`config.mk`:
```
export PLATFORM = sky130hd
export DESIGN_NAME = dds_sweep_ctrl
export DESIGN_NICKNAME = d
export VERILOG_FILES = /design/src/rtl/dds_ctrl_pkg.sv /design/src/rtl/dds_dwell_timer.sv /design/src/rtl/dds_sweep_ctrl.sv
export SDC_FILE = /design/constraint.sdc
export NUM_CORES = 1
export LEC_CHECK = 0
export ABC_AREA = 1
export CAP_MARGIN = 5
export CELL_PAD_IN_SITES_DETAIL_PLACEMENT = 0
export CELL_PAD_IN_SITES_GLOBAL_PLACEMENT = 1
export CORE_UTILIZATION = 40
export DETAILED_ROUTE_END_ITERATION = 16
export PLACE_DENSITY_LB_ADDON = 0.1
export SYNTH_ARGS = -nofsm -noshare
export SYNTH_HDL_FRONTEND = slang
export SYNTH_HIERARCHICAL = 1
export SYNTH_SLANG_ARGS = --single-unit
```
`constraint.sdc`:
```
create_clock -name sys_clk -period 5.59 [get_ports sys_clk]
set_input_delay 1.118 -clock sys_clk [delete_from_list [all_inputs] [get_ports sys_clk]]
set_output_delay 1.118 -clock sys_clk [all_outputs]
set_load 0.1 [all_outputs]
```
`src/rtl/dds_ctrl_pkg.sv`:
```
// Shared types and constants for the DDS frequency-sweep controller.
package dds_ctrl_pkg;

  typedef enum logic [1:0] {
    ST_IDLE = 2'd0,
    ST_RUN  = 2'd1,
    ST_FIN  = 2'd2
  } state_e;

  localparam logic [1:0] MODE_SINGLE = 2'd0;
  localparam logic [1:0] MODE_REPEAT = 2'd1;
  localparam logic [1:0] MODE_TRI    = 2'd2;

endpackage

```
`src/rtl/dds_dwell_timer.sv`:
```
// Loadable down-counter; expire is high while the count sits at zero, so a
// load of N gives N+1 cycles from load to the first expire cycle inclusive.
module dds_dwell_timer #(
  parameter int W = 16
) (
  input  logic         clk,
  input  logic         rst_n,
  input  logic         load,
  input  logic [W-1:0] load_val,
  output logic         expire
);

  logic [W-1:0] cnt;

  always_ff @(posedge clk or negedge rst_n) begin
    if (!rst_n) begin
      cnt <= '0;
    end else if (load) begin
      cnt <= load_val;
    end else if (cnt != '0) begin
      cnt <= cnt - W'(1);
    end
  end

  assign expire = (cnt == '0);

endmodule

```
`src/rtl/dds_sweep_ctrl.sv`:
```
// Frequency-sweep sequencer feeding the DDS core freq_word/phase_word inputs:
// single, sawtooth-repeat and triangle sweeps with clamped stepping and abort.
module dds_sweep_ctrl
  import dds_ctrl_pkg::*;
#(
  parameter int FW      = 16,
  parameter int DWELL_W = 16
) (
  input  logic               sys_clk,
  input  logic               sys_rst_n,
  input  logic               start,
  input  logic               abort,
  input  logic [FW-1:0]      cfg_f_start,
  input  logic [FW-1:0]      cfg_f_stop,
  input  logic [FW-1:0]      cfg_f_step,
  input  logic [DWELL_W-1:0] cfg_dwell,
  input  logic [1:0]         cfg_mode,
  input  logic [FW-1:0]      cfg_phase,
  output logic [FW-1:0]      freq_word,
  output logic [FW-1:0]      phase_word,
  output logic               busy,
  output logic               done,
  output logic               wrap,
  output state_e             state_dbg
);

  // Handshake: start is a one-cycle request honoured only in IDLE while abort
  // is low; abort is level-sensitive, beats start, and forces IDLE from RUN/FIN.

  state_e               state, state_nxt;
  logic [FW-1:0]        sh_start, sh_stop, sh_step;
  logic [DWELL_W-1:0]   sh_dwell;
  logic [1:0]           sh_mode;
  logic                 sweep_up, fwd, fwd_nxt, wrap_nxt;
  logic [FW-1:0]        freq_nxt, target;
  logic                 step_up, degen, accept, tmr_load, tmr_expire;

  // One step from cur toward tgt in FW+1 bits; overshoot or carry/borrow clamps to tgt.
  function automatic logic [FW-1:0] step_toward(input logic [FW-1:0] cur,
                                                input logic [FW-1:0] tgt,
                                                input logic [FW-1:0] stp,
                                                input logic          up);
    logic [FW:0] s;
    if (up) begin
      s = {1'b0, cur} + {1'b0, stp};
      if (s[FW] || (s[FW-1:0] > tgt)) s = {1'b0, tgt};
    end else begin
      s = {1'b0, cur} - {1'b0, stp};
      if (s[FW] || (s[FW-1:0] < tgt)) s = {1'b0, tgt};
    end
    return s[FW-1:0];
  endfunction

  // fwd means heading toward f_stop; the triangle return leg clears it.
  assign target  = fwd ? sh_stop : sh_start;
  assign step_up = fwd ? sweep_up : !sweep_up;
  assign degen   = (sh_start == sh_stop) || (sh_step == '0);

  always_comb begin
    state_nxt = state;
    freq_nxt  = freq_word;
    fwd_nxt   = fwd;
    wrap_nxt  = 1'b0;
    accept    = 1'b0;
    case (state)
      ST_IDLE: begin
        if (start && !abort) begin
          accept    = 1'b1;
          state_nxt = ST_RUN;
          freq_nxt  = cfg_f_start;
          fwd_nxt   = 1'b1;
        end
      end
      ST_RUN: begin
        if (abort) begin
          state_nxt = ST_IDLE;
        end else if (tmr_expire) begin
          if (degen) begin
            state_nxt = ST_FIN;
          end else if (freq_word == target) begin
            if (!fwd) begin
              fwd_nxt  = 1'b1;
              freq_nxt = step_toward(freq_word, sh_stop, sh_step, sweep_up);
            end else if (sh_mode == MODE_REPEAT) begin
              freq_nxt = sh_start;
              wrap_nxt = 1'b1;
            end else if (sh_mode == MODE_TRI) begin
              fwd_nxt  = 1'b0;
              freq_nxt = step_toward(freq_word, sh_start, sh_step, !sweep_up);
              wrap_nxt = (freq_nxt == sh_start);
            end else begin
              state_nxt = ST_FIN;
            end
          end else begin
            freq_nxt = step_toward(freq_word, target, sh_step, step_up);
            wrap_nxt = !fwd && (freq_nxt == sh_start);
          end
        end
      end
      ST_FIN:  state_nxt = ST_IDLE;
      default: state_nxt = ST_IDLE;
    endcase
  end

  assign tmr_load = accept || ((state == ST_RUN) && tmr_expire && (state_nxt == ST_RUN));

  always_ff @(posedge sys_clk or negedge sys_rst_n) begin
    if (!sys_rst_n) begin
      state      <= ST_IDLE;
      freq_word  <= '0;
      phase_word <= '0;
      wrap       <= 1'b0;
      fwd        <= 1'b1;
      sweep_up   <= 1'b1;
      sh_start   <= '0;
      sh_stop    <= '0;
      sh_step    <= '0;
      sh_dwell   <= '0;
      sh_mode    <= MODE_SINGLE;
    end else begin
      state     <= state_nxt;
      freq_word <= freq_nxt;
      fwd       <= fwd_nxt;
      wrap      <= wrap_nxt;
      if (accept) begin
        sh_start   <= cfg_f_start;
        sh_stop    <= cfg_f_stop;
        sh_step    <= cfg_f_step;
        sh_dwell   <= cfg_dwell;
        sh_mode    <= cfg_mode;
        sweep_up   <= (cfg_f_stop >= cfg_f_start);
        phase_word <= cfg_phase;
      end
    end
  end

  dds_dwell_timer #(.W(DWELL_W)) u_dwell (
    .clk      (sys_clk),
    .rst_n    (sys_rst_n),
    .load     (tmr_load),
    .load_val (accept ? cfg_dwell : sh_dwell),
    .expire   (tmr_expire)
  );

  assign busy      = (state == ST_RUN);
  assign done      = (state == ST_FIN);
  assign state_dbg = state;

endmodule

```
==> out/qor.csv <==
metric,value,unit
post-synth-top-count-cell,nand2_1,
clock_sink_total,119,
routed_wirelength,53900,microns
syn_nets,2301,
timing.hold.worst.class,register to register,
numCtsBuffers,17,
via_per_inst,5.42,
crit_path_max_fanout,14,
setup_total_negative_slack,0,ns
cts_max_path_buffers,2,
wire_length_of_the_first_global_routing_pass,82500,microns
timing_worst_setup_path_type,register to register,
post_synth.cell_area_avg,6.29,sq um
syn-cell-area,13000,sq um
post_cts_setup_buffer_count,0,
setup_viol,0,
run_status,"finished, final reports clean",
timing.final.hold_violations,0,
syn_to_final_growth,18.1,%
worst_ep_arrival_time,5.30,ns
final_antenna_net_count,0,
cts_hold_repair.buffers,0,
drt_first_pass_iters,12,
max-slew-margin-rel,22.5,%
netlist_top_cells_count,"693 x nand2_1, 221 x nand3_1, 204 x inv_1",
detailedPlacementHpwl,41700,microns
cap_violations,0,
crit-reg2reg-launch,sh_step[8],
worst_path_largest_cell_delay,0.45,ns
cp.required,5.91,ns
core.rowCount,65,
start_kind,register,
synth_enable_flop_cells,0,
post_cts.resized_instances,0,
placer_congestion,0.978,
drive_above_1_share,6.38,%
worst_setup_hold_path_clk_slew,0.08,ns
netlist-cell-type-count,49,
grt_pass1_vias,13600,
timing_worst_slew_pin_value,1.16,ns
critical-path-slowest-cell,ha_1,
worstSetupStartpoint,sh_step[8],
ys_warn_count,6,
htree_levels,4,
share_of_synthesized_area_occupied_by_flip_flops_and_latches,22.9,%
fmaxAchievable,0.201,GHz
die_w,182,microns
synthFlopType,dfrtp_1,
effective_utilization_at_floorplan,41.0,%
antenna_cells,0,
fin_skew,0.0210,ns
grtUsageTotal,33.1,%
crit_top_cell,nand2_1,
floorplan.die_area,33300,sq um
die_height,182,microns
drt_drc_violations_left,0,
numPortBuffers,122,
finalWorstPathRequiredPeriod,4.98,ns
ys_ff_latch,119,
insertion_delay,0.46,ns
cts_tree,done,
post_drt_wl_per_cell,20.5,microns
netlist_top_cells_area,"dfrtp_1 22%, nand2_1 20%, ha_1 14%, nand3_1 8.5%, inv_1 5.9%",
syn_inst_count,2071,
synth_area_leader_cell,dfrtp_1,
globalRouteOverflowTotal,0,
final_max_tran_viols,0,
core_box_area,31800,sq um
floorplan.io_pins,123,
grt_max_degree,85,
critical_path.endpoint_type,register,
reg2reg_slack,0.61,ns
path_delay_family,simple AND/OR/NAND/NOR gates,
hold_path_startpoint,sh_dwell[12],
crit_buf_inv,4,
rsz0062_at_grt,false,
starting_drc_count_in_detailed_routing,1271,
yosys.area.top_type_share,22.5,%
routed-via-count,14300,
async_flop_share,100,%
root_buffer,clkbuf_16,
design.final.nets,2411,
finalCritPeriodShare,89.0,%
antenna_found_initial,0,
metrics by stage:
step                hold WS (ns)  std cells  area (sq um)  utilization, %  worst slack (ns)
floorplan                  0.438       2071         13000               -              1.15
global placement           0.458       2597         14800            46.7             0.751
detailed placement         0.459       2597         14800            46.7             0.752
CTS                        0.475       2629         15400            48.4             0.733
global route               0.486       2629         15400            48.4             0.326
finish                     0.471       2629         15400            48.4             0.613
cell usage in the layout, fill, tap and decap left out, types with 4 or more instances in the layout:
master / netlist / routed
ha_1: 142 / 142
dfrtp_1: 117 / 117
nand2_2: 6 / 6
nand2_1: 693 / 693
o21a_1: 9 / 9
nand4_1: 26 / 26
inv_1: 204 / 203
nor4_1: 5 / 5
a21oi_1: 139 / 139
nor2_1: 134 / 134
nand3b_1: 7 / 7
clkdlybuf4s50_1: 0 / 121
xnor2_1: 11 / 11
o21ai_2: 11 / 11
clkbuf_16: 0 / 17
inv_2: 8 / 8
o21bai_1: 9 / 9
nor2_4: 4 / 4
buf_4: 2 / 52
nor2_2: 5 / 5
a21o_1: 6 / 6
o211ai_1: 17 / 17
nand3_1: 221 / 220
inv_6: 0 / 5
nor3_1: 9 / 9
o21ai_1: 20 / 20
o21ai_0: 118 / 118
o22ai_1: 7 / 7
xor2_1: 26 / 26
worst register-to-register path, delay by kind of cell (launching register included):
family / cells / cell delay, ns
buffers and inverters: 4 / 0.63
flip-flops: 1 / 0.36
AO/OA/AOI/OAI: 6 / 1.06
AND/OR/NAND/NOR: 13 / 2.02
adder cells (fa/ha/maj): 2 / 0.78
state kept, by name, indices dropped and copies added (netlist names):
register,flops
sh_mode,2
u_dwell/cnt,16
sh_stop,16
sh_step,16
sweep_up,1
wrap,1
sh_dwell,16
fwd,1
sh_start,16
state_dbg,2
phase_word,16
freq_word,16
area by class of cell:
cell class,instances,area [sq um]
fillers,3424,16400
inverters,214,807
multi-input cells,1653,8850
clock buffers,18,429
flip-flops and latches,119,2980
clock inverters,14,118
well taps,435,544
repair buffers,176,1650
logic make-up after synthesis:
logic type | synth area share [%]
xor+xnor | 2.49
compound gates | 15.2
buf+inv | 9.21
fa+ha+maj | 13.9
flops | 22.9
simple gates | 36.3
path summary, 6_finish.rpt:
kind | to | depth (start not counted)
hold / removal | sh_dwell[12] | 2
hold reg to reg | sh_dwell[12] | 2
max in group asynchronous | u_dwell/cnt[13] | 2
setup / recovery | freq_word[10] | 25
min in group asynchronous | phase_word[13] | 1
setup reg to reg | freq_word[10] | 25
routing by layer:
metal | global-route usage (%) | up-vias | part of all wire, %
met1 | 43.4 | 6599 | 44
met2 | 52.8 | 520 | 45
met3 | 4.75 | 113 | 5.7
met5 | 0 | - | 0
li1 | - | 7023 | -
met4 | 17.0 | 0 | 4.9
Power is not shown: default switching activity piles up to over one toggle a cycle in this logic, so the estimate is an artifact.
